[config.mk]
export PLATFORM = sky130hd
export DESIGN_NAME = serial_adder
export DESIGN_NICKNAME = d
export VERILOG_FILES = /design/src/rtl/serial_arith_pkg.sv /design/src/rtl/full_adder_cell.sv /design/src/rtl/serial_adder.sv
export SDC_FILE = /design/constraint.sdc
export NUM_CORES = 1
export LEC_CHECK = 0
export CAP_MARGIN = 15
export CORE_MARGIN = 10
export CORE_UTILIZATION = 53
export CTS_CLUSTER_SIZE = 20
export DETAILED_ROUTE_END_ITERATION = 10
export GPL_TIMING_DRIVEN = 0
export PLACE_DENSITY_LB_ADDON = 0.15
export SLEW_MARGIN = 25
export SYNTH_ARGS = -nofsm -noshare
export SYNTH_HDL_FRONTEND = slang
export SYNTH_SLANG_ARGS = --single-unit
[constraint.sdc]
create_clock -name clk -period 3.6 [get_ports clk]
set_input_delay 0.54 -clock clk [delete_from_list [all_inputs] [get_ports clk]]
set_output_delay 0.54 -clock clk [all_outputs]
set_load 0.05 [all_outputs]
[src/rtl/serial_arith_pkg.sv]
// Shared definitions for the bit-serial arithmetic blocks: FSM encoding and
// the counter width helper.
package serial_arith_pkg;

  localparam logic [1:0] ST_IDLE  = 2'd0;
  localparam logic [1:0] ST_SHIFT = 2'd1;
  localparam logic [1:0] ST_DONE  = 2'd2;

  typedef enum logic [1:0] {
    IDLE  = ST_IDLE,
    SHIFT = ST_SHIFT,
    DONE  = ST_DONE
  } state_t;

  // Bit-counter width for an n-bit operand; never narrower than one bit.
  function automatic int cnt_width(input int n);
    return (n < 2) ? 1 : $clog2(n);
  endfunction

endpackage

[src/rtl/full_adder_cell.sv]
// Single-bit combinational full adder; the only arithmetic cell in the
// serial adder.
module full_adder_cell (
  input  logic a,
  input  logic b,
  input  logic ci,
  output logic s,
  output logic co
);

  assign s  = a ^ b ^ ci;
  assign co = (a & b) | (a & ci) | (b & ci);

endmodule

[src/rtl/serial_adder.sv]
// Bit-serial N-bit adder, LSB first, one bit per clock through one full-adder
// cell. Define SERIAL_ADDER_SUB_EN to add a 'sub' port computing a + ~b + 1.
module serial_adder
  import serial_arith_pkg::*;
#(
  parameter int N = 4
) (
  input  logic         clk,
  input  logic         rst,
  input  logic         start,
  input  logic [N-1:0] a,
  input  logic [N-1:0] b,
  input  logic         cin,
`ifdef SERIAL_ADDER_SUB_EN
  input  logic         sub,
`endif
  output logic         busy,
  output logic         done,
  output logic [N-1:0] sum,
  output logic         cout
);

  localparam int CW = cnt_width(N);
  localparam logic [CW-1:0] LAST = CW'(N - 1);

  state_t        state;
  state_t        state_next;
  logic          accept;
  logic          last_bit;
  logic [N-1:0]  a_sr;
  logic [N-1:0]  b_sr;
  logic [N-2:0]  sum_sr;
  logic [N-1:0]  sum_next;
  logic          carry;
  logic [CW-1:0] cnt;
  logic          fa_s;
  logic          fa_c;
  logic [N-1:0]  b_load;
  logic          c_load;

`ifdef SERIAL_ADDER_SUB_EN
  // Two's-complement subtract: invert B and force the carry-in.
  assign b_load = sub ? ~b : b;
  assign c_load = sub ? 1'b1 : cin;
`else
  assign b_load = b;
  assign c_load = cin;
`endif

  full_adder_cell u_fa (
    .a  (a_sr[0]),
    .b  (b_sr[0]),
    .ci (carry),
    .s  (fa_s),
    .co (fa_c)
  );

  assign last_bit = (cnt == LAST);
  // sum_sr keeps only the N-1 bits already produced; the final bit is
  // appended as the result is committed.
  assign sum_next = {fa_s, sum_sr};

  always_ff @(posedge clk or posedge rst) begin
    if (rst) begin
      state <= IDLE;
    end else begin
      state <= state_next;
    end
  end

  always_comb begin
    state_next = state;
    accept     = 1'b0;
    case (state)
      IDLE: begin
        if (start) begin
          accept     = 1'b1;
          state_next = SHIFT;
        end
      end
      SHIFT:   if (last_bit) state_next = DONE;
      DONE:    state_next = IDLE;
      default: state_next = IDLE;
    endcase
  end

  always_ff @(posedge clk or posedge rst) begin
    if (rst) begin
      a_sr   <= '0;
      b_sr   <= '0;
      sum_sr <= '0;
      carry  <= 1'b0;
      cnt    <= '0;
      sum    <= '0;
      cout   <= 1'b0;
    end else if (accept) begin
      a_sr  <= a;
      b_sr  <= b_load;
      carry <= c_load;
      cnt   <= '0;
    end else if (state == SHIFT) begin
      a_sr   <= {1'b0, a_sr[N-1:1]};
      b_sr   <= {1'b0, b_sr[N-1:1]};
      sum_sr <= sum_next[N-1:1];
      carry  <= fa_c;
      cnt    <= cnt + CW'(1);
      if (last_bit) begin
        sum  <= sum_next;
        cout <= fa_c;
      end
    end
  end

  assign busy = (state == SHIFT);
  assign done = (state == DONE);

endmodule

==> reports/results.tsv <==
stage	metric	value	unit
status	status	complete, no violations	
cts	Post-CTS Hold Buffers	0	
route	Residual DRC	0	
cts	clock-pin slew on the worst setup and hold paths	120	ps
min_path	hold crit path type	reg2reg	
cts	setup bufs post-CTS	0	
sta	max-slew violations	0	
critical_path	crit-path cells	buf_2, buf_4, nor2_1, clkdlybuf4s50_1	
synth	Syn Inst Count	92	
synth	Yosys top cell area share	53.2	%
route	DRT Pass-1 Iters	4	
sta	Setup Skew	8.48	ps
critical_path	largest stage delay on the critical path	810	ps
critical_path	Worst EP required	3060	ps
route	Via density	5.19	
cts	root buf cell	clkbuf_4	
sta	Max Fclk	0.392	GHz
route	total number of vias	716	
place	HPWL after DPL	1.51	mm
floorplanning	Site Rows	15	
synth	Synth Warn #	0	
route	WL/cell	15.0	um
finish	fill count	135	
floorplanning	core footprint	1750	um2
grt	GRT Resource Usage Total	11.3	%
floorplanning	Initial Util	56.6	%
finish	nets	128	
critical_path	CP Max Fanout	10	
floorplanning	die area	3990	um2
power	Leak	0.000565	uW
critical_path	buffers and inverters on the worst path	3	
cts	H-tree depth reported by CTS	1	
sta	RSZ-0062 raised after global routing	false	
run	maxcap violations	0	
synth	synth unique cells	26	
finish	layout cells sized above 1	15.0	%
synth	post-synthesis register bit count	21	
sta	measured slew at the worst slew-check pin	788	ps
grt	residual overflow from global routing	0	
sta	Slew Limit Headroom	47.4	%
synth	Net Count, Synth	106	
finish	FF/Latch Area	526	um2
sta	Final Hold Viols	0	
cts	TritonCTS Buffers	3	
sta	minimum clock period	2550	ps
cts	CTS tree	yes	
power	Pwr per Cell Area	965	nW/um2
route	initial drt markers	17	
synth	ranking of synthesized cells by area	dfrtp_1 53%, mux2_4 7.6%, nor3_1 6.6%, nand2_1 3.8%, nor2_1 3.0%	
floorplanning	I/O pin cnt	19	
sta	Final Cycle Share	70.8	%
place	gpl congestion	0.793	
finish	area of the multi-input gates	392	um2
synth	post-synth top area cell	dfrtp_1	
grt	pin count of the biggest net entering global routing	22	
synth	Syn Area/Cell	10.7	um2
synth	Syn Std Cell Area	988	um2
finish	area delta synth->final	23.2	%
sta	Fin Setup TNS	0	ps
cts	maximum clock insertion buffer count	2	
cts	CTS sink count	21	
floorplanning	Die Y	63.2	um
finish	Final Core Density	69.7	%
grt	vias in the first global route	757	
synth	sequential share of the synthesized area	53.2	%
grt	first-pass GRT wire length	3.68	mm
place	port bufs	17	
route	total routed wirelength	2.07	mm
finish	most frequent cells in the layout	21 x dfrtp_1, 17 x clkdlybuf4s50_1, 13 x nor3_1, 10 x nand2_1, 8 x nor2_1	
critical_path	CP max stage cell	clkdlybuf4s50_1	
grt	initial antenna violation count	0	
finish	n_diodes	0	
floorplanning	Die Width	63.2	um
sta	setup violators final	0	
power	Max IR drop VDD	512	uV
critical_path	CP Launch Type	flop	
finish	leading cell type in the layout, fill and taps excluded	dfrtp_1	
critical_path	worst setup path class	reg2out	
cts	clk_lat worst skew	300	ps
critical_path	Setup crit end kind	output pin	
critical_path	Worst EP arrival	2010	ps
route	Detail Route Antenna Nets	0	
cts	cts repair resizes	0	
critical_path	Worst path top cell family by delay	buffers and inverters	
per-layer routing:
layer	global-route usage, %	up-vias	part of all wire, %
met5	0	-	0
met4	3.55	0	1.4
met3	4.42	4	6.5
met2	17.3	17	49
met1	14.2	345	43
li1	-	350	-
cell families (layout without fill, tap and decap cells):
| family | count (synthesis) | count (layout) | share of synthesized area (%) |
|---|---|---|---|
| muxes | 6 | 6 | 8.61 |
| adders and majority gates | 2 | 2 | 3.29 |
| DFF | 21 | 21 | 53.2 |
| and+or+nand+nor | 39 | 39 | 19.7 |
| AOI/OAI and AO/OA | 11 | 11 | 7.98 |
| buffers and inverters | 13 | 34 | 7.22 |
worst paths after layout:
path | from | end | slack [ps] | cells after the start
worst min-delay path | sum_sr[0] | sum_sr[0] | 500 | 2
worst max-delay path | state[0] | done | 1050 | 4
min in group asynchronous | rst | sum[2] | 660 | 2
worst min register to register | sum_sr[0] | sum_sr[0] | 500 | 2
max in group asynchronous | rst | b_sr[0] | 2440 | 2
worst max register to register | carry | sum[3] | 2260 | 2
synthesized netlist by cell type:
master and n:
nor4b_1 1, o31ai_1 1, o21bai_1 1, clkinv_4 1, ha_1 1, o22a_1 1, buf_6 1, buf_2 2
o21ba_2 1, nor3_1 13, mux2_4 5, a21oi_1 1, mux2i_1 1, nor3b_1 4, nand2_4 1, dfrtp_1 21
o32ai_1 1, o21ai_0 2, nand2b_1 2, fa_1 1, nor2_1 8, o22ai_1 2, nand2_1 10, buf_4 2
a22o_1 1, inv_1 7
worst register-to-register path, cell delays in order (launching register included):
cell and delay (ps):
dfrtp_1 430, fa_1 530, mux2_4 290
state kept, by name, summed over array words and instances (netlist names):
register  flops
sum           4
b_sr          4
cout          1
carry         1
a_sr          4
sum_sr        3
state         2
cnt           2
final cells by class:
type | count | area share (%)
Buffer | 5 | 2.98
Sequential cell | 21 | 43.2
Clock buffer | 3 | 1.85
Timing Repair Buffer | 17 | 14.0
Clock inverter | 1 | 0.411
Multi-Input combinational cell | 58 | 32.2
Inverter | 8 | 2.88
Tap cell | 25 | 2.57
where the power goes:
part	internal, uW	switching [uW]
registers	348	70.3
logic	276	366
clock network	41.4	72.6
total	666	509
metrics by stage:
step,hold WS [ps],instance area (um2),setup WS [ps],instances,total power [uW]
CTS,506,1220,1020,138,1190
detailed placement,475,1190,1390,134,1070
global route,537,1220,910,138,1270
finish,501,1220,1050,138,1170
global placement,460,1190,1390,134,1040
floorplan,445,988,1710,92,889
(Power assumes the default switching activity.)
